==> config.mk <==
export PLATFORM = sky130hd
export DESIGN_NAME = pin_lock
export DESIGN_NICKNAME = d
export VERILOG_FILES = /design/src/rtl/pin_lock.sv
export SDC_FILE = /design/constraint.sdc
export NUM_CORES = 1
export LEC_CHECK = 0
export CORE_ASPECT_RATIO = 1.2
export CORE_MARGIN = 10
export CORE_UTILIZATION = 55
export CTS_CLUSTER_SIZE = 30
export DETAILED_ROUTE_END_ITERATION = 10
export PLACE_DENSITY = 0.85
export SLEW_MARGIN = 20
export SYNTH_ARGS = -nofsm -noshare
export SYNTH_HDL_FRONTEND = slang
export SYNTH_SLANG_ARGS = --single-unit
==> constraint.sdc <==
create_clock -name clk -period 3.6 [get_ports clk]
set_input_delay 0.54 -clock clk [delete_from_list [all_inputs] [get_ports clk]]
set_output_delay 0.54 -clock clk [all_outputs]
set_load 0.01 [all_outputs]
==> src/rtl/pin_lock.sv <==
// PIN-entry lock with a runtime-programmable PIN, failed-attempt counting and a
// timed lockout. A wrong digit is only judged once the whole PIN has been entered.
module pin_lock #(
  parameter int DIGIT_W        = 8,
  parameter int PIN_LEN        = 4,
  parameter int MAX_TRIES      = 3,
  parameter int LOCKOUT_CYCLES = 16,
  parameter logic [DIGIT_W*PIN_LEN-1:0] DEFAULT_PIN = 32'hBAADC0DE
) (
  input  logic                               clk,
  input  logic                               reset_n,
  input  logic [DIGIT_W-1:0]                 din,
  input  logic                               din_valid,
  input  logic                               relock,
  input  logic                               prog_en,
  output logic                               unlocked,
  output logic                               locked_out,
  output logic [$clog2(MAX_TRIES+1)-1:0]     fail_count,
  output logic                               prog_done
);

  localparam int PIN_W = DIGIT_W * PIN_LEN;
  localparam int IDX_W = (PIN_LEN > 1) ? $clog2(PIN_LEN) : 1;
  localparam int FC_W  = $clog2(MAX_TRIES + 1);
  localparam int TMR_W = $clog2(LOCKOUT_CYCLES + 1);

  localparam logic [IDX_W-1:0] LAST_IDX = IDX_W'(PIN_LEN - 1);
  localparam logic [FC_W-1:0]  FC_MAX   = FC_W'(MAX_TRIES);
  localparam logic [TMR_W-1:0] TMR_LOAD = TMR_W'(LOCKOUT_CYCLES);

  typedef enum logic [1:0] {
    ST_ENTRY    = 2'd0,
    ST_UNLOCKED = 2'd1,
    ST_PROGRAM  = 2'd2,
    ST_LOCKOUT  = 2'd3
  } state_t;

  // Digit 0 lives in the MSBs of the packed PIN.
  function automatic logic [DIGIT_W-1:0] pin_digit(input logic [PIN_W-1:0] pin,
                                                   input logic [IDX_W-1:0] idx);
    logic [DIGIT_W-1:0] d;
    d = '0;
    for (int i = 0; i < PIN_LEN; i++) begin
      d = (int'(idx) == i) ? pin[(PIN_LEN-1-i)*DIGIT_W +: DIGIT_W] : d;
    end
    return d;
  endfunction

  function automatic logic [PIN_W-1:0] pin_set_digit(input logic [PIN_W-1:0]   pin,
                                                     input logic [IDX_W-1:0]   idx,
                                                     input logic [DIGIT_W-1:0] d);
    logic [PIN_W-1:0] p;
    p = pin;
    for (int i = 0; i < PIN_LEN; i++) begin
      p[(PIN_LEN-1-i)*DIGIT_W +: DIGIT_W] =
        (int'(idx) == i) ? d : pin[(PIN_LEN-1-i)*DIGIT_W +: DIGIT_W];
    end
    return p;
  endfunction

  state_t             r_state, w_state_nxt;
  logic [IDX_W-1:0]   r_idx, w_idx_nxt;
  logic               r_flag, w_flag_nxt;
  logic [FC_W-1:0]    r_fail, w_fail_nxt;
  logic [PIN_W-1:0]   r_pin, w_pin_nxt;
  logic [PIN_W-1:0]   r_shadow, w_shadow_nxt;
  logic [TMR_W-1:0]   r_timer, w_timer_nxt;
  logic               w_prog_done_nxt;
  logic               r_unlocked, r_locked_out, r_prog_done;

  logic               w_last;
  logic               w_mismatch;
  logic [FC_W-1:0]    w_fail_inc;

  assign w_last     = (r_idx == LAST_IDX);
  assign w_mismatch = r_flag | (din != pin_digit(r_pin, r_idx));
  assign w_fail_inc = (r_fail == FC_MAX) ? r_fail : r_fail + FC_W'(1);

  // Next-state and next-datapath logic.
  always_comb begin
    w_state_nxt     = r_state;
    w_idx_nxt       = r_idx;
    w_flag_nxt      = r_flag;
    w_fail_nxt      = r_fail;
    w_pin_nxt       = r_pin;
    w_shadow_nxt    = r_shadow;
    w_timer_nxt     = r_timer;
    w_prog_done_nxt = 1'b0;
    case (r_state)
      ST_ENTRY: begin
        if (din_valid) begin
          if (w_last) begin
            w_idx_nxt  = '0;
            w_flag_nxt = 1'b0;
            if (!w_mismatch) begin
              w_state_nxt = ST_UNLOCKED;
              w_fail_nxt  = '0;
            end else begin
              w_fail_nxt = w_fail_inc;
              if (w_fail_inc == FC_MAX) begin
                w_state_nxt = ST_LOCKOUT;
                w_timer_nxt = TMR_LOAD;
              end else begin
                w_state_nxt = ST_ENTRY;
              end
            end
          end else begin
            w_idx_nxt  = r_idx + IDX_W'(1);
            w_flag_nxt = w_mismatch;
          end
        end else begin
          w_state_nxt = ST_ENTRY;
        end
      end
      ST_LOCKOUT: begin
        // Loaded with LOCKOUT_CYCLES, leaves on the cycle it would reach zero.
        if (r_timer <= TMR_W'(1)) begin
          w_state_nxt = ST_ENTRY;
          w_timer_nxt = '0;
          w_fail_nxt  = '0;
          w_idx_nxt   = '0;
          w_flag_nxt  = 1'b0;
        end else begin
          w_timer_nxt = r_timer - TMR_W'(1);
        end
      end
      ST_UNLOCKED: begin
        if (relock) begin
          w_state_nxt = ST_ENTRY;
          w_idx_nxt   = '0;
          w_flag_nxt  = 1'b0;
        end else if (prog_en) begin
          w_state_nxt = ST_PROGRAM;
          w_idx_nxt   = '0;
        end else begin
          w_state_nxt = ST_UNLOCKED;
        end
      end
      ST_PROGRAM: begin
        if (relock) begin
          w_state_nxt = ST_ENTRY;
          w_idx_nxt   = '0;
          w_flag_nxt  = 1'b0;
        end else if (din_valid) begin
          if (w_last) begin
            w_pin_nxt       = pin_set_digit(r_shadow, r_idx, din);
            w_prog_done_nxt = 1'b1;
            w_state_nxt     = ST_UNLOCKED;
            w_idx_nxt       = '0;
          end else begin
            w_shadow_nxt = pin_set_digit(r_shadow, r_idx, din);
            w_idx_nxt    = r_idx + IDX_W'(1);
          end
        end else begin
          w_state_nxt = ST_PROGRAM;
        end
      end
      default: begin
        w_state_nxt = ST_ENTRY;
        w_idx_nxt   = '0;
        w_flag_nxt  = 1'b0;
      end
    endcase
  end

  // State, datapath and registered-output update.
  always_ff @(posedge clk or negedge reset_n) begin
    if (!reset_n) begin
      r_state      <= ST_ENTRY;
      r_idx        <= '0;
      r_flag       <= 1'b0;
      r_fail       <= '0;
      r_pin        <= DEFAULT_PIN;
      r_shadow     <= '0;
      r_timer      <= '0;
      r_unlocked   <= 1'b0;
      r_locked_out <= 1'b0;
      r_prog_done  <= 1'b0;
    end else begin
      r_state      <= w_state_nxt;
      r_idx        <= w_idx_nxt;
      r_flag       <= w_flag_nxt;
      r_fail       <= w_fail_nxt;
      r_pin        <= w_pin_nxt;
      r_shadow     <= w_shadow_nxt;
      r_timer      <= w_timer_nxt;
      r_unlocked   <= (w_state_nxt == ST_UNLOCKED) || (w_state_nxt == ST_PROGRAM);
      r_locked_out <= (w_state_nxt == ST_LOCKOUT);
      r_prog_done  <= w_prog_done_nxt;
    end
  end

  assign unlocked   = r_unlocked;
  assign locked_out = r_locked_out;
  assign fail_count = r_fail;
  assign prog_done  = r_prog_done;

endmodule
Word-level counts from Yosys, hierarchy flattened
Index checks and enable logic that the tools add are counted. Widths: inputs -> output; s select.

Logic and storage cells: 94. Bits in registers: 79.

Order comparisons: 1. Muxes and demuxes: 46. Bitwise logic cells: 3. Equal/unequal tests: 20. Add/sub/neg operators: 3. Reduce and logical (&&, ||, !) cells: 11.

Operator list (count): $mux 8 (8); $mux 2 (20); $mux 5 (5); $eq 2x2->1 const B (9); $pmux 2 s4 (2); $reduce_and 4->1 (3); $ne 2x2->1 const B (5); $pmux 5 s2 (1); $mux 1 (8); $ne 8x8->1 (1); $eq 2x1->1 const B (3); $le 5x1->1 const B (1); $reduce_and 5->1 (1); $sub 5x1->5 const B (1); $add 2x1->2 const B (2); $logic_not 2->1 (2); $pmux 2 s2 (1); $ne 3x3->1 const B (1); $pmux 1 s3 (1); $reduce_and 3->1 (1); $ne 2x1->1 const B (1); $not 1->1 (2); $reduce_and 2->1 (1); $reduce_bool 2->1 (1); other kinds (3) (3).

Depth between registers and ports, before layout
Depth in word-level cells: 13. Depth in mapped cells: 12. Mapped depth without buffers: 10.

Worst setup path after synthesis
OpenSTA, ideal clock, no wires.

Kind: flip-flop to flip-flop. Start point: reg r_idx[0]. End point: reg r_timer[0]. Path buffers: 2. Period minus slack after synthesis: 2.900 ns. Path slack: 0.700 ns. Required time: 3.472 ns. Cell stages (with the launch flop): 12. Arrival: 2.773 ns. Path through: dfrtp_1 -> ha_1 -> buf_6 -> nor2b_2 -> buf_4 -> a221oi_2 -> or4b_1 -> a211o_1 -> nor4_4 -> nor3_2 -> nor2_4 -> mux2_1.

Cells in the longest elaborated chain, start to end: 9. Elaborated cells on any way between the ends: 14.

RTL lines: start: declaration (RTL line 62) `logic [IDX_W-1:0] r_idx, w_idx_nxt;`; start signal: assignment (RTL line 181) `r_idx <= w_idx_nxt;`; $logic_not 2->1 (RTL line 44) `d = (int'(idx) == i) ? pin[(PIN_LEN-1-i)*DIGIT_W +: DIGIT_W] : d;`; $mux 8 (4 in series) (RTL line 44); $ne 8x8->1 (RTL line 76) `assign w_mismatch = r_flag | (din != pin_digit(r_pin, r_idx));`; $or 1x1->1 (RTL line 76); $ne 2x2->1 (no line); $reduce_and 5->1 (no line) (*); end signal: assignment (RTL line 186) `r_timer <= w_timer_nxt;`; end: declaration (RTL line 67) `logic [TMR_W-1:0] r_timer, w_timer_nxt;`.

Mark *: on every way between the ends. The rest lies on a longest branch, timed or not. A chain may end at the register's enable or synchronous reset.

Worst setup path after layout
Start point: reg r_idx[0]. End point: reg r_timer[1].

The elaborated chain is that of the path after synthesis.

==> impl_metrics.ini <==
[logic_synthesis]
synth_compound_area_share_pct = 13.52
synth.top_cell.area_share_pct = 36.28
ys_types = 53
synth_adder_area_share_pct = 4.107
yosysSeqAreaShare_pct = 49.21
synth.ff_latch_count = 71
ys_top_cells_by_area = dfrtp_1, dfstp_2, mux2_2
synthArstFlopShare_pct = 100.0
yosysTopAreaCell = dfrtp_1
avgSynthCellArea_um2 = 10.27
synth-main-ff-cell = dfrtp_1
synth_xor_area_share_pct = 0
synth_simple_gate_area_share_pct = 14.03
syn-instance-count = 356
synth_top_family_by_area = multiplexers
synth_area_um2 = 3656
synth_edf_count = 0
syn_nets = 381
ys_warn_count = 0
synthMuxAreaShare_pct = 14.58

[clocking]
clock_latency_ns = 0.35
cts_setup_buffers = 0
cts.clk_slew.worst_paths_ns = 0.07
cts_buffers = 9
cts_sinks = 71
cts_resized = 0
cts_tree = done
cts_hold_buffers = 0
h-tree-depth = 3
cts.path.max_buffers = 2
cts_root_buf = clkbuf_8

[critical_path]
slowest_stage = or4b_1
critical_path.max_fanout = 10
critical_path_class = reg2reg
start_kind = register
crit_required_ns = 3.83
crit_family = simple AND/OR/NAND/NOR gates
end_kind = register
slowest_delay_ns = 0.50
path_buf_inv = 1
crit_chain = ha_1 > or2_1 > buf_4 > a221oi_2 > or4b_1 > a211o_1 > nor4_4 > nor3_2 > nor2_4 > mux2_1
cp.arrival_ns = 3.45

[timing]
slew_headroom_pct = 50.09
fin_crit_sh_pct = 89.51
period_needed_ns = 3.222
finalMaxSlewViolations = 0
setup-violations-final = 0
rsz0062_at_grt = false
clock_skew_ns = 0.009172
clock.fmax_mhz = 310.3
tightestPinTransition_ns = 0.7487
finalHoldViolations = 0
fin_tns_setup_ns = 0

[placement]
port_buffers = 17
gp_congestion = 0.8442
dpl.hpwl_mm = 5.494

[drt]
num_vias = 2732
dr.pass1.iters = 4
drtIter0Drc = 242
drc = 0
routed_wl_mm = 8.017
wl_per_cell_um = 17.35
vias_per_cell = 5.913
drtAntennaViolNets = 0

[layout]
final_cell_mix = nand2_1, dfrtp_1, o21ai_0
num_antenna_cells = 0
finish.utilization_pct = 63.49
area_growth_pct = 11.94
mostFrequentLayoutCell = nand2_1
drive_gt1_share_pct = 19.89
nNetsFinal = 397

[global_routing]
met2_usage_pct = 28.29
grt_pass1_wl_mm = 13.39
met1_usage_pct = 18.95
grt-ovfl-total = 0
grt_max_degree = 58
antenna_found_initial = 0
busiest_layer = met2
gr-usage-met3_pct = 4.025
grt_pass1_vias = 2763
track_usage_pct = 16.27

[power]
power.density_nw_per_um2 = 718.0
ir_drop_mv = 0.4199
leakage_nw = 1.827

[min_path]
hold_path.class = in2async

[floorplan]
dieWidth_um = 94.43
start_util_pct = 56.72
die_area_um2 = 10320
core_um2 = 6446
pin_count = 18
num_rows = 32
die_h_um = 109.3

[status]
status = complete, no violations

[job]
max_cap_viol_count = 0
## per-stage QoR
step           power [mW]  worst slack, ns  hold slack [ns]  cells  instance area (µm²)
2_1_floorplan       2.036           0.6997           0.2444    356                 3656
3_3_place_gp        2.277           0.5167           0.4461    446                 3913
5_1_grt             3.126           0.2072           0.3099    462                 4093
3_5_place_dp        2.350           0.4198           0.4562    446                 3913
6_report            2.939           0.3778           0.2567    462                 4093
4_1_cts             2.939           0.3992           0.2810    462                 4093
## cells in the mapped netlist, drive strengths merged, types with 3 or more instances
cell	number
nor2b	3
o31ai	3
buf	6
o22ai	5
or3	4
nand4	3
mux2	26
nor2	17
o21ai	38
dfstp	18
ha	12
mux2i	24
nor3	3
clkbuf	18
dfrtp	53
a221oi	8
nand2	64
a31oi	3
inv	14
## sequential cells by signal, indices dropped and copies added (netlist names)
register	cells
locked_out	1
r_idx	2
r_timer	5
unlocked	1
r_shadow	24
r_flag	1
fail_count	2
r_state	2
r_pin	32
prog_done	1
## where the power goes
group / switching [mW] / total [mW] / internal, mW / leakage, nW
Clock: 0.280 / 0.589 / 0.309 / 0.0910
Sequential: 0.175 / 1.28 / 1.10 / 0.882
Combinational: 0.585 / 1.07 / 0.488 / 0.854
## worst paths after layout
| kind | from | to | slack, ns | depth (start not counted) |
|---|---|---|---|---|
| worst max-delay path | r_idx[0] | r_timer[1] | 0.38 | 10 |
| worst min-delay path | reset_n | fail_count[1] | 0.26 | 1 |
| worst max register to register | r_idx[0] | r_timer[1] | 0.38 | 10 |
| worst min register to register | r_pin[3] | r_pin[3] | 0.46 | 2 |
| max in group asynchronous | reset_n | r_pin[28] | 2.53 | 2 |
| min in group clk | r_pin[3] | r_pin[3] | 0.46 | 2 |
## cell families (layout without fill, tap and decap cells)
group | Yosys count | after routing
simple gates | 108 | 108
fa+ha+maj | 12 | 12
mux | 50 | 50
compound gates | 76 | 76
buf+inv | 39 | 60
flops | 71 | 71
## area by class of cell
class	instances	area [µm²]
Fill cell	497	2354
Sequential cell	71	1799
Multi-Input combinational cell	246	1695
Timing Repair Buffer	29	255.2
Clock buffer	16	180.2
Tap cell	85	106.4
Inverter	15	56.30
## metal layers
layer | up-vias | share of wire, %
met3 | 11 | 5.2
met2 | 75 | 52
met1 | 1366 | 41
met4 | 0 | 1.5
met5 | - | 0
li1 | 1280 | -
## worst register-to-register path: stages, from the launching register on
cell and delay (ns):
dfrtp_1 0.41, ha_1 0.39, or2_1 0.16, buf_4 0.17, a221oi_2 0.05, or4b_1 0.50, a211o_1 0.33, nor4_4 0.44
nor3_2 0.14, nor2_4 0.16, mux2_1 0.34
Note: power is estimated with default switching activity, not from simulation.
